<file path="src/rtl/mem_bus_arbiter.sv">
// mem_bus_arbiter: two Avalon-MM masters (m0 data, m1 fetch) sharing one RAM slave.
// One transaction per grant; the winning command is latched so the slave sees it stable through stalls.
`default_nettype none

module mem_bus_arbiter #(
  parameter bit FIXED_PRIORITY = 1'b0
) (
  input  logic        clk,
  input  logic        reset,

  input  logic [31:0] m0_address,
  input  logic        m0_read,
  input  logic        m0_write,
  input  logic [31:0] m0_writedata,
  input  logic [3:0]  m0_byteenable,
  output logic        m0_waitrequest,
  output logic [31:0] m0_readdata,

  input  logic [31:0] m1_address,
  input  logic        m1_read,
  input  logic        m1_write,
  input  logic [31:0] m1_writedata,
  input  logic [3:0]  m1_byteenable,
  output logic        m1_waitrequest,
  output logic [31:0] m1_readdata,

  output logic [31:0] address,
  output logic        read,
  output logic        write,
  output logic [31:0] writedata,
  output logic [3:0]  byteenable,
  input  logic        waitrequest,
  input  logic [31:0] readdata
);

  typedef enum logic [1:0] {
    IDLE  = 2'd0,
    BUSY0 = 2'd1,
    BUSY1 = 2'd2
  } state_e;

  state_e      state_q;
  logic        rr_ptr_q;
  logic [31:0] address_q;
  logic        read_q;
  logic        write_q;
  logic [31:0] writedata_q;
  logic [3:0]  byteenable_q;

  logic req0;
  logic req1;
  logic pick1;
  logic done0;
  logic done1;

  assign req0 = m0_read | m0_write;
  assign req1 = m1_read | m1_write;

  // m1 wins when alone, or on a tie when round-robin currently favours it.
  assign pick1 = req1 & (~req0 | ((FIXED_PRIORITY == 1'b0) & rr_ptr_q));

  assign done0 = (state_q == BUSY0) & ~waitrequest;
  assign done1 = (state_q == BUSY1) & ~waitrequest;

  always_ff @(posedge clk or posedge reset) begin
    if (reset) begin
      state_q      <= IDLE;
      rr_ptr_q     <= 1'b0;
      address_q    <= '0;
      read_q       <= 1'b0;
      write_q      <= 1'b0;
      writedata_q  <= '0;
      byteenable_q <= '0;
    end else begin
      case (state_q)
        IDLE: begin
          if (req0 | req1) begin
            // A master asserting both read and write is treated as a write.
            if (pick1) begin
              state_q      <= BUSY1;
              address_q    <= m1_address;
              read_q       <= m1_read & ~m1_write;
              write_q      <= m1_write;
              writedata_q  <= m1_writedata;
              byteenable_q <= m1_byteenable;
            end else begin
              state_q      <= BUSY0;
              address_q    <= m0_address;
              read_q       <= m0_read & ~m0_write;
              write_q      <= m0_write;
              writedata_q  <= m0_writedata;
              byteenable_q <= m0_byteenable;
            end
          end
        end
        BUSY0, BUSY1: begin
          if (!waitrequest) begin
            state_q      <= IDLE;
            address_q    <= '0;
            read_q       <= 1'b0;
            write_q      <= 1'b0;
            writedata_q  <= '0;
            byteenable_q <= '0;
            if (FIXED_PRIORITY == 1'b0) begin
              rr_ptr_q <= (state_q == BUSY0);
            end
          end
        end
        default: begin
          state_q <= IDLE;
        end
      endcase
    end
  end

  // The command register is cleared whenever the FSM sits in IDLE.
  assign address    = address_q;
  assign read       = read_q;
  assign write      = write_q;
  assign writedata  = writedata_q;
  assign byteenable = byteenable_q;

  assign m0_waitrequest = (state_q == BUSY0) ? waitrequest : 1'b1;
  assign m1_waitrequest = (state_q == BUSY1) ? waitrequest : 1'b1;
  assign m0_readdata    = done0 ? readdata : '0;
  assign m1_readdata    = done1 ? readdata : '0;

endmodule

`default_nettype wire

</file>
<file path="config.mk">
export PLATFORM = sky130hd
export DESIGN_NAME = mem_bus_arbiter
export DESIGN_NICKNAME = d
export VERILOG_FILES = /design/src/rtl/mem_bus_arbiter.sv
export SDC_FILE = /design/constraint.sdc
export NUM_CORES = 1
export LEC_CHECK = 0
export BUFFER_PORTS_ARGS = -buffer_cell sky130_fd_sc_hd__buf_2
export CORE_MARGIN = 2
export CORE_UTILIZATION = 25
export CTS_CLUSTER_DIAMETER = 200
export CTS_CLUSTER_SIZE = 30
export DETAILED_ROUTE_END_ITERATION = 12
export PLACE_DENSITY_LB_ADDON = 0.05
export SLEW_MARGIN = 20
export SYNTH_ARGS = -nofsm -noshare
export SYNTH_HDL_FRONTEND = slang
export SYNTH_SLANG_ARGS = --single-unit
export TNS_END_PERCENT = 1
</file>
<file path="constraint.sdc">
create_clock -name clk -period 2.62 [get_ports clk]
set_clock_uncertainty 0.1 [all_clocks]
set_input_delay 0.131 -clock clk [delete_from_list [all_inputs] [get_ports clk]]
set_output_delay 0.131 -clock clk [all_outputs]
set_load 0.005 [all_outputs]
</file>
==> summary.txt, run 1 <==
Synthesis
  – Mapped Area: 0.003906 mm²
  – Post-synth top area cell: dfrtp_1
  – Synth top area share: 0.4676
  – Register area share after synthesis: 0.4676
  – Yosys reg bits: between 70 and 80
  – Cell count after synthesis: 407
  – Top cells by area, synth: dfrtp_1 47%, mux2i_1 17%, and2_1 10%
  – Syn. warnings: 0
  – Syn avg cell area: 9.598 µm²
  – Synth unique cells: 26
  – Mapped Nets: just under 600

Setup path
  – Max stage delay on crit path: 0.36 ns
  – Crit-path cells: inv_1 > ha_1 > and2_1 > a311o_2 > or2_2 > buf_4 > o21ai_0
  – Worst-path fanout max: 44
  – R2r setup slk: between 0.3 and 0.4 ns
  – Worst path arrival time: about 2.5 ns
  – Crit Reg-Reg Endpoint: writedata[22]
  – Startpoint Class: register
  – WS Path Type: register to register
  – Critical-path top delay cell: a311o_2
  – CP Data Required Time: between 2 and 3 ns
  – Reg2Reg Depth: 7
  – Worst reg2reg path startpoint: state_q[0]
  – Start point of the critical path: state_q[0]
  – Crit end category: register
  – CP endpoint: writedata[22]

Timing
  – RSZ-0062 raised after global routing: no
  – Pins Over Slew Limit: 0
  – Tcrit/Tclk final: 0.8835
  – PnR worst setup slack: 0.3052 ns
  – Setup violators final: 0
  – Fmax: 432.0 MHz
  – Rel. slew slack: 0.4986
  – Final hold vios: 0
  – Setup TNS Final: 0 ns
  – Min Clock Period, post-route: 2.315 ns
  – Worst-Margin Slew: approximately 0.75 ns

CTS
  – Clk slew on worst S/H paths: 0.06 ns
  – Number of buffers created by CTS: 9
  – H-tree depth: 3
  – CTS tree: yes
  – Clk Tree Root Cell: clkbuf_16
  – Worst-Skew Late Latency: 0.33 ns
  – CTS max path bufs: 2
  – CTS resizes: 0
  – CTS sink cnt: 73

Final layout
  – Layout cell share with drive strength beyond 1: 0.4625
  – Area delta synth->final: 65.86%
  – Final #Nets: slightly above 900
  – Fill count: between 1.5k and 2k

Floorplan
  – FP Rows: 45
  – Die W: 129 µm
  – Number of I/O pins: a little over 300
  – Die area: 0.01664 mm²
  – Die span in y: 129 µm
  – Initial Utilization: 0.2560
  – CORE AREA: 0.01526 mm²

Route
  – Wire per inst: 13.50 µm
  – Final wirelength: 13.11 mm
  – DRC errors left: 0
  – Via count: 4068
  – Drt first-iter violations: approximately 50
  – DR pass1 iterations: 4
  – Routed Antenna Nets: 0
  – DR vias/cell: 4.189

Pwr
  – LEAKAGE: between 3 and 4 nW
  – VDD IR-drop max: 0.6195 mV
  – Power density cells: 937.2 mW/mm²
  – Overall Power: 0.006072 W

Global route
  – First-pass GRT wire length: 19.64 mm
  – Grt total ovfl: 0
  – GRT Util Overall: 0.1536
  – Initial antenna violation count: 1
  – Vias in the first global route: 3904
  – Largest net degree at the start of global routing: 72

Hold path
  – Hold Path Depth: 3
  – HP Class: input port to register

Place
  – Routability Congestion: ~0.77
  – Pre-CTS setup slack: 0.2936 ns
  – DP Wirelength: 10.04 mm
  – I/O Buffers: between 300 and 400

Outcome
  – Status: finished, final reports clean

Job
  – Max-Cap Viols: 0
## metal layers
metal | routed length [µm] | track usage | share of wire | vias up
li1 | - | - | - | 2057
met1 | 4755 | 0.1580 | 0.36 | 1815
met2 | 7034 | 0.2954 | 0.54 | 181
met3 | 1114 | 0.04324 | 0.085 | 15
met4 | 207 | 0.05435 | 0.016 | 0
met5 | 0 | 0 | 0 | -
## registers in the layout (all words and copies together) (netlist names)
signal and cells:
byteenable 4, read 1, rr_ptr_q 1, writedata 32, state_q 2, write 1
address 32
## metrics by stage
step,instances,util,area (µm²),hold slack [ns]
2_1_floorplan,407,-,3906,0.2148
3_3_place_gp,907,0.3720,5675,0.1776
3_5_place_dp,907,0.3720,5675,0.1836
4_1_cts,969,0.4238,6466,0.0002746
5_1_grt,971,0.4246,6479,0.01119
6_report,971,0.4246,6479,0.005178
## placed cells by master, fill, tap and decap left out, types with 3 or more instances in the layout
master,instances
o21ai_2,10
buf_4,8
clkbuf_16,9
o21ai_0,60
nand2_1,72
buf_2,310
nor2_1,4
mux2i_1,68
and2_1,65
dfrtp_1,73
inv_1,5
dlygate4sd3_1,47
nor2b_1,3
ha_1,3
## worst min path at each step
stage | from | slack [ns] | to
after floorplan | m1_address[21] | 0.21 | address[21]
after global placement | reset | 0.18 | address[12]
after detailed placement | reset | 0.18 | address[12]
after CTS | m1_address[5] | 0.0003 | address[5]
after global routing | m0_address[8] | 0.01 | address[8]
final | m0_address[28] | 0.005 | address[28]
## power breakdown
part	internal, W	total, W	switching, W
Sequential	0.00163	0.00186	0.000232
Clock	0.000882	0.00134	0.000459
Combinational	0.00124	0.00287	0.00163
## cells in the mapped netlist, drive strengths merged
library cell	number
dfrtp	73
nand2	72
o21ai	70
mux2i	68
and2	65
clkbuf	22
buf	8
inv	6
nor2	4
ha	3
nor2b	3
a21oi	2
mux2	2
a311o	1
a31oi	1
and2b	1
nand3	1
nor3b	1
o22a	1
o22ai	1
o41ai	1
or2	1
## logic make-up after synthesis
family,after synthesis,synth area share
fa+ha+maj,3,0.009610
simple gates,148,0.1887
compound gates,77,0.1121
mux,70,0.1800
buf+inv,36,0.04196
flops,73,0.4676
## worst max-delay path: cells and delay by family, from the launching register on
family	cells	cell delay, ns
adders and majority gates	1	0.35
AOI/OAI and AO/OA	2	0.59
and+or+nand+nor	2	0.46
buffers and inverters	2	0.36
DFF	1	0.35
## cell type report
| cell class | instances | area [µm²] | area share |
|---|---|---|---|
| clock buffers | 11 | 252.7 | 0.03901 |
| well taps | 211 | 264.0 | 0.04075 |
| inverters | 6 | 22.52 | 0.003476 |
| multi-input cells | 298 | 1931 | 0.2980 |
| repair buffers | 366 | 2102 | 0.3245 |
| clock inverters | 5 | 77.57 | 0.01197 |
| diodes | 1 | 2.502 | 0.0003862 |
| flip-flops and latches | 73 | 1827 | 0.2820 |
## repair_timing
item,4_1_cts,5_1_grt
buffers inserted,0,0
endpoints found under the hold margin,59,1
hold buffers,46,1
Note: power is estimated with default switching activity, not from simulation.
==> run 2: changes to the inputs <==
--- a/config.mk
+++ b/config.mk
@@ -6,6 +6,8 @@
 export NUM_CORES = 1
 export LEC_CHECK = 0
 export BUFFER_PORTS_ARGS = -buffer_cell sky130_fd_sc_hd__buf_2
+export CELL_PAD_IN_SITES_DETAIL_PLACEMENT = 1
+export CELL_PAD_IN_SITES_GLOBAL_PLACEMENT = 1
 export CORE_MARGIN = 2
 export CORE_UTILIZATION = 25
 export CTS_CLUSTER_DIAMETER = 200
==> run 2 against run 1 <==
Routed wire length up 8.9%. Via count increased by 1.9%. The run now ends with hold timing left. Combinational power hardly changed. Largest power group unchanged. Critical endpoint is now write. Flip-flop and latch count stayed put. Global-route usage up 1.4 points. Clock-buffer cell count increased by 2. Non-clock buffer count decreased by 14. Sequential share of layout area rose by 0.86 points. Clock power fell by 16%. Register-to-register slack hardly changed. Highest routed layer unchanged.
==> summary.txt, run 2 (same netlist as run 1, synthesis figures left out) <==
Outcome
  – Status: finished, violations left
  – Violated checks: hold timing

Global route
  – Vias in the first global route: 4195 (+7.5%)
  – GRT Util Overall: 0.1680 (+0.01439)
  – First-pass GRT wire length: 21.66 mm (+10%)
  – Largest net degree at the start of global routing: 72 (unchanged)
  – Grt total ovfl: 0 (unchanged)
  – Initial antenna violation count: 2 (+1)

Setup path
  – Crit Reg-Reg Endpoint: write
  – Worst path arrival time: 2.42 ns (-0.04 ns)
  – R2r setup slk: 0.31 ns (about the same)
  – CP Data Required Time: 2.73 ns (-0.03 ns)
  – WS Path Type: register to register
  – Reg2Reg Depth: 6 (-1)
  – Worst-path fanout max: 71 (+61%)
  – Crit end category: register
  – Worst reg2reg path startpoint: state_q[1]
  – Startpoint Class: register
  – Start point of the critical path: state_q[1]

Floorplan
  – Die area: 0.01664 mm² (unchanged)
  – Number of I/O pins: 311 (unchanged)
  – Initial Utilization: 0.2560 (unchanged)
  – Die span in y: 129 µm (unchanged)
  – CORE AREA: 0.01526 mm² (unchanged)
  – FP Rows: 45 (unchanged)
  – Die W: 129 µm (unchanged)

Final layout
  – Design area: 0.006287 mm² (-3.0%)
  – Most frequent cells in the layout: 310 x buf_2, 73 x dfrtp_1, 72 x nand2_1, 68 x mux2i_1, 65 x and2_1
  – Fill count: 1890 (+22%)
  – Most common cell after layout, fill and taps aside: buf_2
  – Final #Nets: 918 (-1.5%)
  – Layout cell share with drive strength beyond 1: 0.4671 (+0.004664)
  – Area delta synth->final: 60.95%

Timing
  – Final hold vios: 1 (+1)
  – Min Clock Period, post-route: 2.313 ns (-0.002055 ns)
  – Setup TNS Final: 0 ns (unchanged)
  – Tcrit/Tclk final: 0.8827 (about the same)
  – Setup violators final: 0 (unchanged)
  – Rel. slew slack: 0.4934 (-0.005255)
  – Worst hold margin: -0.0008054 ns (-0.005983 ns)
  – Pins Over Slew Limit: 0 (unchanged)
  – RSZ-0062 raised after global routing: no
  – Worst-Margin Slew: 0.7599 ns (+0.007883 ns)
  – Fmax: 432.4 MHz (about the same)

CTS
  – CTS tree: yes
  – H-tree depth: 3 (unchanged)
  – Clk slew on worst S/H paths: 0.06 ns (about the same)
  – Clk Tree Root Cell: clkbuf_16
  – Number of buffers created by CTS: 9 (unchanged)
  – CTS sink cnt: 73 (unchanged)
  – Post-CTS Setup Bufs: 0 (unchanged)
  – CTS max path bufs: 2 (unchanged)
  – Worst-Skew Late Latency: 0.33 ns (about the same)

Route
  – Final wirelength: 14.29 mm (+8.9%)
  – Drt first-iter violations: 100 (+100%)
  – Wire per inst: 14.93 µm (+11%)
  – Via count: 4146 (+1.9%)
  – DRC errors left: 0 (unchanged)
  – DR vias/cell: 4.332 (+3.4%)
  – DR pass1 iterations: 4 (unchanged)
  – Routed Antenna Nets: 0 (unchanged)

Place
  – Dpl cell area: 0.005669 mm² (-0.11%)
  – DP Wirelength: 11.05 mm (+10%)
  – Routability Congestion: 0.7340 (-4.7%)
  – I/O Buffers: 310 (unchanged)

Hold path
  – Hold_sp: m1_writedata[28]
  – HP Class: input port to register
  – Hold Path Depth: 3 (unchanged)
  – Hold Path End: writedata[28]

Pwr
  – Power density cells: 931.7 mW/mm² (-0.59%)
  – LEAKAGE: 3.620 nW (-2.2%)
  – VDD IR-drop max: 0.4541 mV (-27%)

Job
  – Max-Cap Viols: 0 (unchanged)
==> run 2: timing repair <==
| item | CTS | global route |
|---|---|---|
| resized for setup | 0 | 0 |
| hold endpoints to repair | 55 | 0 |
| hold buffers | 34 | 0 |
==> run 2: where the power goes <==
part	leakage [nW]	switching, W	internal [W]
logic	2.55	0.00165	0.00121
registers	0.936	0.000242	0.00163
clock network	0.139	0.000442	0.000688
total	3.62	0.00233	0.00353
==> run 2: layer usage <==
layer  up-vias  global-route usage  routed length, µm
met2       177              0.3243               7747
li1       2021                   -                  -
met1      1934              0.1753               5141
met3        14             0.05156               1212
met5         -                   0                  0
met4         0             0.04412                184
==> run 2: worst max path at each step <==
stage	depth (start not counted)	slack (ns)	endpoint
6_report	6	0.31	write
3_5_place_dp	6	0.30	write
4_1_cts	6	0.24	write
2_1_floorplan	10	0.43	address[28]
3_3_place_gp	6	0.40	write
5_1_grt	6	0.12	write
==> run 2: cell type report <==
cell class	count	area, µm²	share of cell area
tap	211	264.0	0.04199
clock buffer	13	260.3	0.04139
antenna	1	2.502	0.0003980
inverter	6	23.77	0.003781
clock inverter	3	15.01	0.002388
timing repair buffer	352	1964	0.3124
sequential	73	1827	0.2905
multi-input combinational	298	1931	0.3071
==> run 2: per-stage QoR <==
step | hold slack [ns] | instances | total power [W] | worst slack [ns] | utilization
detailed placement | 0.1306 | 906 | 0.004770 | 0.3021 | 0.3715
floorplan | 0.2148 | 407 | 0.003614 | 0.4291 | -
global route | 0.0001668 | 957 | 0.006415 | 0.1203 | 0.4121
finish | -0.0008054 | 957 | 0.005858 | 0.3073 | 0.4121
CTS | 0.0005830 | 956 | 0.006001 | 0.2404 | 0.4119
global placement | 0.1350 | 906 | 0.004646 | 0.4033 | 0.3715
==> run 2: worst max-delay path, cell delays in order, from the launching register on <==
cell,delay (ns)
dfrtp_1,0.36
inv_1,0.07
ha_1,0.34
and2_1,0.18
a311o_2,0.36
buf_4,0.34
o41ai_1,0.43
==> run 3: changes to the inputs <==
--- a/config.mk
+++ b/config.mk
@@ -6,10 +6,11 @@
 export NUM_CORES = 1
 export LEC_CHECK = 0
 export BUFFER_PORTS_ARGS = -buffer_cell sky130_fd_sc_hd__buf_2
+export CAP_MARGIN = 0
 export CELL_PAD_IN_SITES_DETAIL_PLACEMENT = 1
 export CELL_PAD_IN_SITES_GLOBAL_PLACEMENT = 1
 export CORE_MARGIN = 2
-export CORE_UTILIZATION = 25
+export CORE_UTILIZATION = 27
 export CTS_CLUSTER_DIAMETER = 200
 export CTS_CLUSTER_SIZE = 30
 export DETAILED_ROUTE_END_ITERATION = 12
==> run 3 against run 2 <==
The flow still finishes with violations (hold timing). Final cell count fell by 1.4%. Final area rose by 4.0%. Critical path depth rose by 1. First-iteration DRC count fell by 14%. Global-route usage rose by 2.1 points. Maximum frequency fell by 2.1%. Worst hold slack got worse by 0.0012 ns. Register-to-register slack got worse by 0.05 ns. Clock-buffer cell count fell by 4. Utilization rose by 5.5 points. Power rose by 8.0%. Critical endpoint is now writedata[24]. Largest power group unchanged.
==> summary.txt, run 3 (same netlist as run 1, synthesis figures left out) <==
Outcome
  – Status: finished, violations left
  – Violated checks: hold timing

Setup path
  – Critical-path top delay cell: a311o_2
  – Worst path bufs/invs: 2 (unchanged)
  – Crit end category: register
  – Worst-path fanout max: 35 (-51%)
  – Worst path arrival time: 2.50 ns (+0.08 ns)
  – Crit-path cells: inv_1 > ha_1 > and2_1 > a311o_2 > or2_2 > buf_4 > o21ai_0
  – Max stage delay on crit path: 0.38 ns (-0.05 ns)
  – Startpoint Class: register
  – WS Path Type: register to register
  – CP delay by family, top: compound AO/OA/AOI/OAI gates
  – CP Data Required Time: 2.76 ns (+0.03 ns)

CTS
  – Clk Tree Root Cell: clkbuf_16
  – Worst-Skew Late Latency: 0.33 ns (about the same)
  – Clk slew on worst S/H paths: 0.06 ns (about the same)
  – CTS max path bufs: 2 (unchanged)
  – Post-CTS Setup Bufs: 0 (unchanged)
  – Number of buffers created by CTS: 9 (unchanged)
  – CTS tree: yes
  – CTS sink cnt: 73 (unchanged)
  – H-tree depth: 3 (unchanged)

Job
  – Max-Cap Viols: 0 (unchanged)

Place
  – Placed Instances: 876 (-3.3%)
  – DP Wirelength: 11.16 mm (+0.96%)
  – Dpl cell area: 0.005650 mm² (-0.33%)
  – Routability Congestion: 0.8680 (+18%)
  – Pre-CTS setup slack: 0.2169 ns (-0.08518 ns)
  – I/O Buffers: 310 (unchanged)

Global route
  – Grt total ovfl: 0 (unchanged)
  – GRT Util Overall: 0.1888 (+0.02087)
  – Initial antenna violation count: 0 (-2)
  – Vias in the first global route: 4464 (+6.4%)
  – Largest net degree at the start of global routing: 74 (+2.8%)
  – First-pass GRT wire length: 23.42 mm (+8.1%)

Timing
  – PnR worst setup slack: 0.2583 ns (-0.04901 ns)
  – Tcrit/Tclk final: 0.9014 (+0.01871)
  – Worst-Margin Slew: 0.4248 ns (-0.3352 ns)
  – Final hold vios: 2 (+1)
  – Setup TNS Final: 0 ns (unchanged)
  – Worst hold margin: -0.001973 ns (-0.001168 ns)
  – Min Clock Period, post-route: 2.362 ns (+0.04901 ns)
  – Setup violators final: 0 (unchanged)
  – Fmax: 423.4 MHz (-2.1%)
  – Rel. slew slack: 0.7168 (+0.2234)
  – RSZ-0062 raised after global routing: no
  – Pins Over Slew Limit: 0 (unchanged)

Hold path
  – HP Class: input port to register

Final layout
  – Most frequent cells in the layout: 310 x buf_2, 73 x dfrtp_1, 72 x nand2_1, 68 x mux2i_1, 65 x and2_1
  – Area delta synth->final: 67.36%
  – Fill count: 1713 (-9.4%)
  – Layout cell share with drive strength beyond 1: 0.4594 (-0.007690)
  – Cell Count, Final, Fillers Out: 944 (-1.4%)
  – Design area: 0.006538 mm² (+4.0%)
  – Final #Nets: 937 (+2.1%)
  – Most common cell after layout, fill and taps aside: buf_2
  – ANT cells: 0 (-1)

Pwr
  – Comb pwr share: 0.467 (-0.020)
  – Net switching power: 0.002395 W (+2.7%)
  – Switching part of the total: 0.3785 (-0.01951)
  – LEAKAGE: 3.742 nW (+3.4%)
  – Power share of the clock group: 0.238 (+0.045)
  – Seq pwr share: 0.295 (-0.025)
  – Cell internal pwr: 0.003931 W (+11%)
  – VDD IR-drop max: 0.3266 mV (-28%)
  – Power density cells: 967.6 mW/mm² (+3.9%)

Floorplan
  – Initial Utilization: 0.2792 (+0.02324)
  – FP Rows: 43 (-4.4%)
  – Number of I/O pins: 311 (unchanged)
  – Die area: 0.01545 mm² (-7.2%)
  – CORE AREA: 0.01399 mm² (-8.3%)
  – Die W: 124.3 µm (-3.7%)
  – Die span in y: 124.3 µm (-3.7%)

Route
  – Met3 WL post-DR: 1.026 mm (-15%)
  – DR vias/cell: 4.441 (+2.5%)
  – DR pass1 iterations: 4 (unchanged)
  – Drt first-iter violations: 86 (-14%)
  – Routed Antenna Nets: 0 (unchanged)
  – Via count: 4192 (+1.1%)
  – Final wirelength: 14.66 mm (+2.6%)
  – DR WL met2: 7.898 mm (+1.9%)
  – DRC errors left: 0 (unchanged)
  – Uppermost routed layer: met4
  – Wire per inst: 15.52 µm (+4.0%)
  – WL met1: 5.458 mm (+6.2%)
[run 3: cell count changes in the layout (fill, tap and decap cells not counted), sizes merged]
cell         change
inv              +1
dlygate4sd3     +18
clkbuf           -4
buf              +1
bufinv           +4
clkinvlp         +1
clkinv           -2
diode            -1
[run 3: through the flow]
stage               utilization  total power [W]
floorplan                     -         0.003614
global placement         0.4039         0.004665
detailed placement       0.4039         0.004787
CTS                      0.4674         0.006427
global route             0.4674         0.006818
finish                   0.4674         0.006326
[run 3: path summary, 6_finish.rpt]
path,start,to,slack (ns),cells after the start
min in group asynchronous,reset,writedata[23],0.31,4
hold / removal,m1_writedata[29],writedata[29],-0.002,3
hold reg to reg,address[6],address[6],0.37,2
setup / recovery,state_q[0],writedata[24],0.26,7
max in group asynchronous,reset,read,1.80,4
setup reg to reg,state_q[0],writedata[24],0.26,7
[run 3: worst reg2reg max path: stages (launching register included)]
cell,delay (ns)
dfrtp_1,0.36
inv_1,0.08
ha_1,0.35
and2_1,0.18
a311o_2,0.38
or2_2,0.30
buf_4,0.26
o21ai_0,0.26
[run 3: what timing repair did]
| item | CTS | global route |
|---|---|---|
| hold buffers | 52 | 0 |
| hold endpoints to repair | 103 | 0 |
| gates resized for setup | 0 | 0 |
[run 3: area by class of cell]
type                    instances  area, µm²  share of cell area
clock buffers                   9      225.2             0.03445
inverters                       6      23.77            0.003636
flip-flops and latches         73       1827              0.2794
multi-input cells             298       1931              0.2953
well taps                     180      225.2             0.03445
repair buffers                371       2165              0.3311
clock inverters                 7      141.4             0.02163
[run 3: power groups by stage]
stage          clock network, W  registers (W)  logic [W]
4_1_cts                 0.00154        0.00188    0.00301
3_3_place_gp                  0        0.00187    0.00279
5_1_grt                 0.00158        0.00193    0.00331
2_1_floorplan                 0        0.00191    0.00170
6_report                0.00150        0.00187    0.00295
3_5_place_dp                  0        0.00189    0.00289
[run 3: layer usage]
metal | vias to the layer above | GRT usage
met5 | - | 0
met4 | 0 | 0.06015
li1 | 2064 | -
met1 | 1935 | 0.1982
met2 | 178 | 0.3639
met3 | 15 | 0.04854
